==> src/rtl/error_inject_ctrl_pkg.sv <==
// Shared constants and types for the codeword error injector.
package error_inject_ctrl_pkg;

  localparam int          CW_WIDTH  = 38;
  localparam int          POS_W     = 6;
  localparam logic [15:0] LFSR_SEED = 16'hACE1;
  // Feedback taps for the right-shifting Fibonacci form of x^16+x^14+x^13+x^11+1.
  localparam logic [15:0] LFSR_TAPS = 16'h002D;

  typedef enum logic [1:0] {
    MODE_OFF    = 2'b00,
    MODE_SINGLE = 2'b01,
    MODE_DOUBLE = 2'b10,
    MODE_FIXED  = 2'b11
  } inj_mode_e;

  typedef enum logic [1:0] {
    ST_IDLE = 2'b00,
    ST_RUN  = 2'b01,
    ST_DONE = 2'b10
  } inj_state_e;

  // One LFSR advance: feedback enters at the top, state shifts toward bit 0.
  function automatic logic [15:0] lfsr_next(input logic [15:0] v);
    logic fb;
    fb = ^(v & LFSR_TAPS);
    lfsr_next = {fb, v[15:1]};
  endfunction

endpackage

==> src/rtl/error_inject_ctrl_lfsr.sv <==
// 16-bit Fibonacci LFSR that supplies pseudo-random bit positions.
module inj_lfsr16
  import error_inject_ctrl_pkg::*;
(
  input  logic        clk,
  input  logic        rst_n,
  input  logic        step,
  input  logic [15:0] seed,
  output logic [15:0] value
);

  logic [15:0] lfsr_d;
  logic [15:0] lfsr_q;

  // Advance once per step request, otherwise hold.
  always_comb begin
    lfsr_d = lfsr_q;
    if (step) begin
      lfsr_d = lfsr_next(lfsr_q);
    end else begin
      lfsr_d = lfsr_q;
    end
  end

  // State register; reset loads the seed.
  always_ff @(posedge clk) begin
    if (!rst_n) begin
      lfsr_q <= seed;
    end else begin
      lfsr_q <= lfsr_d;
    end
  end

  assign value = lfsr_q;

endmodule

==> src/rtl/error_inject_ctrl.sv <==
// Fault injector between Hamming encoder and decoder: one register stage
// that flips one or two codeword bits according to the latched run config.
module error_inject_ctrl #(
  parameter int          CW_WIDTH  = error_inject_ctrl_pkg::CW_WIDTH,
  parameter int          POS_W     = error_inject_ctrl_pkg::POS_W,
  parameter logic [15:0] LFSR_SEED = error_inject_ctrl_pkg::LFSR_SEED
) (
  input  logic                clk,
  input  logic                rst_n,
  input  logic                cfg_en,
  input  logic [1:0]          cfg_mode,
  input  logic [7:0]          cfg_period,
  input  logic [7:0]          cfg_count,
  input  logic [POS_W-1:0]    cfg_fixed_pos,
  input  logic                in_valid,
  input  logic [CW_WIDTH-1:0] in_data,
  output logic                in_ready,
  output logic                out_valid,
  output logic [CW_WIDTH-1:0] out_data,
  output logic [CW_WIDTH-1:0] out_err_mask,
  output logic                out_injected,
  input  logic                out_ready,
  output logic [15:0]         inj_cnt,
  output logic                done
);

  import error_inject_ctrl_pkg::*;

  localparam logic [POS_W-1:0] LAST_POS = POS_W'(CW_WIDTH - 1);

  // Positions 38..63 fold back into range so the LFSR never picks a dead bit.
  function automatic logic [POS_W-1:0] wrap_pos(input logic [POS_W-1:0] v);
    if (v >= POS_W'(CW_WIDTH)) wrap_pos = v - POS_W'(CW_WIDTH);
    else                       wrap_pos = v;
  endfunction

  function automatic logic [POS_W-1:0] clamp_pos(input logic [POS_W-1:0] v);
    if (v > LAST_POS) clamp_pos = LAST_POS;
    else              clamp_pos = v;
  endfunction

  function automatic logic [CW_WIDTH-1:0] one_hot(input logic [POS_W-1:0] p);
    one_hot = {{(CW_WIDTH-1){1'b0}}, 1'b1} << p;
  endfunction

  inj_state_e          state_d, state_q;
  inj_mode_e           mode_d, mode_q;
  logic [7:0]          period_d, period_q;
  logic [7:0]          count_d, count_q;
  logic [POS_W-1:0]    fixed_pos_d, fixed_pos_q;
  logic [7:0]          period_cnt_d, period_cnt_q;
  logic [7:0]          run_cnt_d, run_cnt_q;
  logic [15:0]         inj_cnt_d, inj_cnt_q;
  logic                done_d, done_q;
  logic                out_valid_d, out_valid_q;
  logic [CW_WIDTH-1:0] out_data_d, out_data_q;
  logic [CW_WIDTH-1:0] out_mask_d, out_mask_q;
  logic                out_inj_d, out_inj_q;

  logic                accept;
  logic                run_active;
  logic                eligible;
  logic                inject;
  logic                lfsr_step;
  logic [15:0]         lfsr_val;
  logic [POS_W-1:0]    p0, p1_raw, p1;
  logic [CW_WIDTH-1:0] mode_mask;
  logic [CW_WIDTH-1:0] inj_mask;
  logic                unused_lfsr_hi;

  assign in_ready       = !out_valid_q || out_ready;
  assign accept         = in_valid && in_ready;
  assign run_active     = (state_q == ST_RUN) && (mode_q != MODE_OFF);
  assign eligible       = run_active && (period_cnt_q == period_q);
  assign inject         = accept && eligible;
  // The generator advances on every codeword accepted in RUN, injected or not.
  assign lfsr_step      = accept && (state_q == ST_RUN);
  assign unused_lfsr_hi = ^lfsr_val[15:12];

  inj_lfsr16 u_lfsr (
    .clk   (clk),
    .rst_n (rst_n),
    .step  (lfsr_step),
    .seed  (LFSR_SEED),
    .value (lfsr_val)
  );

  // Build the candidate mask from the pre-step LFSR value and the latched mode.
  always_comb begin
    p0     = wrap_pos(lfsr_val[POS_W-1:0]);
    p1_raw = wrap_pos(lfsr_val[2*POS_W-1:POS_W]);
    if (p1_raw == p0) begin
      p1 = (p0 == LAST_POS) ? {POS_W{1'b0}} : p0 + POS_W'(1);
    end else begin
      p1 = p1_raw;
    end
    case (mode_q)
      MODE_SINGLE: mode_mask = one_hot(p0);
      MODE_DOUBLE: mode_mask = one_hot(p0) | one_hot(p1);
      MODE_FIXED:  mode_mask = one_hot(clamp_pos(fixed_pos_q));
      default:     mode_mask = {CW_WIDTH{1'b0}};
    endcase
    if (eligible) begin
      inj_mask = mode_mask;
    end else begin
      inj_mask = {CW_WIDTH{1'b0}};
    end
  end

  // FSM next state, config latch and run/period/total counters.
  always_comb begin
    state_d      = state_q;
    mode_d       = mode_q;
    period_d     = period_q;
    count_d      = count_q;
    fixed_pos_d  = fixed_pos_q;
    period_cnt_d = period_cnt_q;
    run_cnt_d    = run_cnt_q;
    inj_cnt_d    = inj_cnt_q;

    case (state_q)
      ST_IDLE: begin
        if (cfg_en) begin
          state_d     = ST_RUN;
          mode_d      = inj_mode_e'(cfg_mode);
          period_d    = cfg_period;
          count_d     = cfg_count;
          fixed_pos_d = cfg_fixed_pos;
        end else begin
          state_d = ST_IDLE;
        end
      end
      ST_RUN: begin
        if (!cfg_en) begin
          state_d = ST_IDLE;
        end else if (inject && (count_q != 8'd0) && (run_cnt_q + 8'd1 == count_q)) begin
          state_d = ST_DONE;
        end else begin
          state_d = ST_RUN;
        end
      end
      ST_DONE: begin
        if (!cfg_en) state_d = ST_IDLE;
        else         state_d = ST_DONE;
      end
      default: state_d = ST_IDLE;
    endcase

    if (accept && run_active) begin
      period_cnt_d = eligible ? 8'd0 : period_cnt_q + 8'd1;
    end else begin
      period_cnt_d = period_cnt_q;
    end

    if (inject) begin
      run_cnt_d = run_cnt_q + 8'd1;
      inj_cnt_d = (inj_cnt_q == 16'hFFFF) ? inj_cnt_q : inj_cnt_q + 16'd1;
    end else begin
      run_cnt_d = run_cnt_q;
      inj_cnt_d = inj_cnt_q;
    end

    // Leaving a run always restarts its bookkeeping; totals and LFSR survive.
    if (state_d == ST_IDLE) begin
      period_cnt_d = 8'd0;
      run_cnt_d    = 8'd0;
    end else begin
      period_cnt_d = period_cnt_d;
    end

    done_d = (state_d == ST_DONE);
  end

  // Output stage: capture on accept, drain on out_ready, otherwise hold.
  always_comb begin
    out_valid_d = out_valid_q;
    out_data_d  = out_data_q;
    out_mask_d  = out_mask_q;
    out_inj_d   = out_inj_q;
    if (accept) begin
      out_valid_d = 1'b1;
      out_data_d  = in_data ^ inj_mask;
      out_mask_d  = inj_mask;
      out_inj_d   = |inj_mask;
    end else if (out_ready) begin
      out_valid_d = 1'b0;
    end else begin
      out_valid_d = out_valid_q;
    end
  end

  // All state registers with synchronous active-low reset.
  always_ff @(posedge clk) begin
    if (!rst_n) begin
      state_q      <= ST_IDLE;
      mode_q       <= MODE_OFF;
      period_q     <= 8'd0;
      count_q      <= 8'd0;
      fixed_pos_q  <= {POS_W{1'b0}};
      period_cnt_q <= 8'd0;
      run_cnt_q    <= 8'd0;
      inj_cnt_q    <= 16'd0;
      done_q       <= 1'b0;
      out_valid_q  <= 1'b0;
      out_data_q   <= {CW_WIDTH{1'b0}};
      out_mask_q   <= {CW_WIDTH{1'b0}};
      out_inj_q    <= 1'b0;
    end else begin
      state_q      <= state_d;
      mode_q       <= mode_d;
      period_q     <= period_d;
      count_q      <= count_d;
      fixed_pos_q  <= fixed_pos_d;
      period_cnt_q <= period_cnt_d;
      run_cnt_q    <= run_cnt_d;
      inj_cnt_q    <= inj_cnt_d;
      done_q       <= done_d;
      out_valid_q  <= out_valid_d;
      out_data_q   <= out_data_d;
      out_mask_q   <= out_mask_d;
      out_inj_q    <= out_inj_d;
    end
  end

  assign out_valid    = out_valid_q;
  assign out_data     = out_data_q;
  assign out_err_mask = out_mask_q;
  assign out_injected = out_inj_q;
  assign inj_cnt      = inj_cnt_q;
  assign done         = done_q;

endmodule

==> config.mk <==
export PLATFORM = sky130hd
export DESIGN_NAME = error_inject_ctrl
export DESIGN_NICKNAME = d
export VERILOG_FILES = /design/src/rtl/error_inject_ctrl_pkg.sv /design/src/rtl/error_inject_ctrl_lfsr.sv /design/src/rtl/error_inject_ctrl.sv
export SDC_FILE = /design/constraint.sdc
export NUM_CORES = 1
export LEC_CHECK = 0
export ABC_CLOCK_PERIOD_IN_PS = 3900
export CORE_MARGIN = 4
export CORE_UTILIZATION = 28
export CTS_CLUSTER_DIAMETER = 100
export DETAILED_ROUTE_END_ITERATION = 16
export GPL_TIMING_DRIVEN = 0
export PLACE_DENSITY = 0.44
export SKIP_LAST_GASP = 1
export SLEW_MARGIN = 20
export SYNTH_ARGS = -nofsm -noshare
export SYNTH_HDL_FRONTEND = slang
export SYNTH_SLANG_ARGS = --single-unit
==> constraint.sdc <==
create_clock -name clk -period 3.9 [get_ports clk]
set_input_delay 0.78 -clock clk [delete_from_list [all_inputs] [get_ports clk]]
set_output_delay 0.78 -clock clk [all_outputs]
set_load 0.03 [all_outputs]
==> results.cfg <==
[place]
dp_hpwl_um = 27690
dpl.cell_count = 1734
port_buffers = 162
place_congestion = 0.9404

[yosys]
synth_top_area_cell = dfxtp_1
synth_edf_count = 0
synth-seq-area-share_pct = 34.45
synth.distinct_cells = 84
synth_top_area_share_pct = 34.45
avgSynthCellArea_um2 = 7.580
syn_inst = 1173
synth_area_leaders = dfxtp_1 34%, nand2_1 8.8%, a21oi_1 6.2%, nor2_1 5.2%, xnor2_1 5.1%
async_reset_ff_share_pct = 0
syn-num-nets = 1248
synth_area_um2 = 8891
yosysWarnings = 0
synth_ff_type = dfxtp_1
ys_seq_elements = 153

[finish]
fin_nets = 1448
instances_no_fill = 1782
final_layout_size_suffix_gt1_share_pct = 9.957
diodes = 0
area_delta_synth_final_pct = 34.18

[run]
max_cap_violations = 0

[routing]
ant_nets = 0
route.detailed.drc = 0
routed_wl_um = 35450
routedWlPerCell_um = 19.89
dr_total_vias = 9309
dr.pass1.iters = 8
viasPerCell = 5.224
drtIter0Drc = 606

[global_route]
grt_use_met2_pct = 31.28
overflow = 0
antenna_found_initial = 0
grt.busiest_layer = met2
grt_util_met1_pct = 27.19
grt_first_pass_wirelength_um = 52950
grt_pass1_vias = 8893
grt_usage_pct = 19.91
grt_util_met3_pct = 3.637
grt_max_degree = 17

[clock_tree]
clockBufferDepth = 2
clkLatencyLatePin_ns = 0.44
cts_made_buffers = 17
htree_levels = 4
clock_sinks = 153
cts_tree = built
holdBufCountCts = 0
clkTransAtPathRegs_ns = 0.07
cts-root-buf = clkbuf_16

[die]
start_util_pct = 28.69
die_w_um = 186.2
io_pins = 163
core_um2 = 30990
design.die.area_um2 = 34670
die_h_um = 186.2
num_rows = 64

[run_status]
status = complete, no violations

[sta]
tns_ns = 0
rsz0062_at_grt = no
setup_viol = 0
worst_slew_pin_slew_ns = 0.8269
fin_skew_ns = 0.01494
period_share_pct = 97.16
max_freq_mhz = 263.9
final_hold_viol_count = 0
slew_headroom_pct = 44.45
fin_hold_ws_ns = 0.4503
fin_crit_ns = 3.789
drv_slew = 0

[power]
vdd_ir_drop_max_uv = 256.6
power_density_nw_per_um2 = 339.3
design_power_total_mw = 4.048
p_leak_nw = 3.944

[worst_hold_path]
hold_class = reg -> reg

[worst_setup_path]
required_ns = 4.21
critPathKind = reg -> reg
critPathLaunchType = register
endpoint_kind = register
cp.arrival_ns = 4.09
worst-path-max-fanout = 10
## power by group
part | internal [mW] | leakage, nW | switching (mW)
combinational | 0.273 | 2.40 | 0.447
clock | 0.933 | 0.295 | 0.744
sequential | 1.62 | 1.25 | 0.0347
## worst max-delay path, stage by stage (launching register included)
cell,delay [ns]
dfxtp_2,0.38
buf_6,0.15
inv_1,0.05
ha_2,0.19
and2_4,0.19
o31ai_4,0.27
mux2_4,0.40
ha_2,0.35
and3_1,0.24
nand3_1,0.09
nor2_1,0.04
a31oi_1,0.39
o22ai_1,0.19
nor4_1,0.39
and4_1,0.26
a31oi_1,0.08
## stage by stage
step | util, % | instance area [um2] | setup WS [ns]
floorplan | - | 8891 | 0.4024
global placement | 35.52 | 11010 | -0.6694
detailed placement | 35.57 | 11020 | -0.4858
CTS | 37.96 | 11770 | -0.06239
global route | 38.50 | 11930 | 0.01212
finish | 38.50 | 11930 | 0.1108
## metal layers
layer  vias up  wire length (um)
met2       325             16050
met5         -                 0
met3        58              2168
met4         0              1160
met1      4347             16070
li1       4579                 -
## repair_timing
action,4_1_cts,5_1_grt
setup endpoints to repair,36,47
pin swaps,7,11
setup buffers,9,8
resized for setup,17,26
## cell families after synthesis
logic type	count (synthesis)	share of synthesized area (%)
AND/OR/NAND/NOR	523	27.33
AO/OA/AOI/OAI	300	22.83
flip-flops	153	34.45
buffers and inverters	94	4.475
XOR/XNOR	85	8.458
multiplexers	10	1.337
adder cells (fa/ha/maj)	8	1.126
## flip-flops by register name (all words and copies together) (netlist names)
| name | flops |
|---|---|
| mode_q | 2 |
| out_injected | 1 |
| out_data | 38 |
| out_valid | 1 |
| period_cnt_q | 8 |
| done | 1 |
| period_q | 8 |
| inj_cnt | 16 |
| state_q | 2 |
| out_err_mask | 38 |
| run_cnt_q | 8 |
| u_lfsr.value | 16 |
| count_q | 8 |
| fixed_pos_q | 6 |
## cell usage in the layout, fill, tap and decap left out, drive strengths merged, types with 22 or more instances in the layout
cell type	instances
nor3	28
xnor2	53
a21oi	114
o21ai	36
dfxtp	153
xor2	32
nand3	34
a211oi	41
nand4	22
nor2	130
inv	22
clkbuf	74
buf	41
clkdlybuf4s50	162
nand2	208
## cells in the mapped netlist (4+ instances only)
master    instances
nor2b_1           9
clkbuf_1         56
and2_1           12
nor4_1           10
ha_1              8
o22ai_1          19
o21ai_1           4
a222oi_1          4
inv_1            15
buf_1             6
o32ai_1           6
buf_2             9
nor3_1           25
nor3b_1           4
a221oi_1          4
mux2i_1           7
o211ai_1          8
a211oi_1         40
a31oi_1          15
a22oi_1           5
nor2_2            7
nand2_1         208
nor2_1          123
or4_1             4
xnor2_1          52
o21ai_2           5
nand3_1          34
o21ai_0          27
a32oi_1           5
a21o_1            4
and4_1            5
nand2b_1         16
or3_1            15
dfxtp_1         153
xor2_1           32
or2_2             5
nand4_1          22
a21oi_1         110
and3_1           13
## final cells by class
type | instances | area [um2]
multi-input cells | 926 | 5619
fillers | 3275 | 19060
inverters | 17 | 63.81
flip-flops and latches | 153 | 3064
repair buffers | 182 | 1764
clock inverters | 13 | 136.4
plain buffers | 76 | 334.1
well taps | 396 | 495.5
clock buffers | 19 | 452.9
## final timing paths
kind	from	depth (start not counted)	slack [ns]	to
worst max register to register	u_lfsr.value[3]$_SDFFE_PN0P_	15	0.11	out_injected$_SDFFE_PN0P_
worst max-delay path	u_lfsr.value[3]$_SDFFE_PN0P_	15	0.11	out_injected$_SDFFE_PN0P_
worst min register to register	out_err_mask[11]$_SDFFE_PN0P_	2	0.45	out_err_mask[11]$_SDFFE_PN0P_
worst min-delay path	out_err_mask[11]$_SDFFE_PN0P_	2	0.45	out_err_mask[11]$_SDFFE_PN0P_
Note: power is estimated with default switching activity, not from simulation.
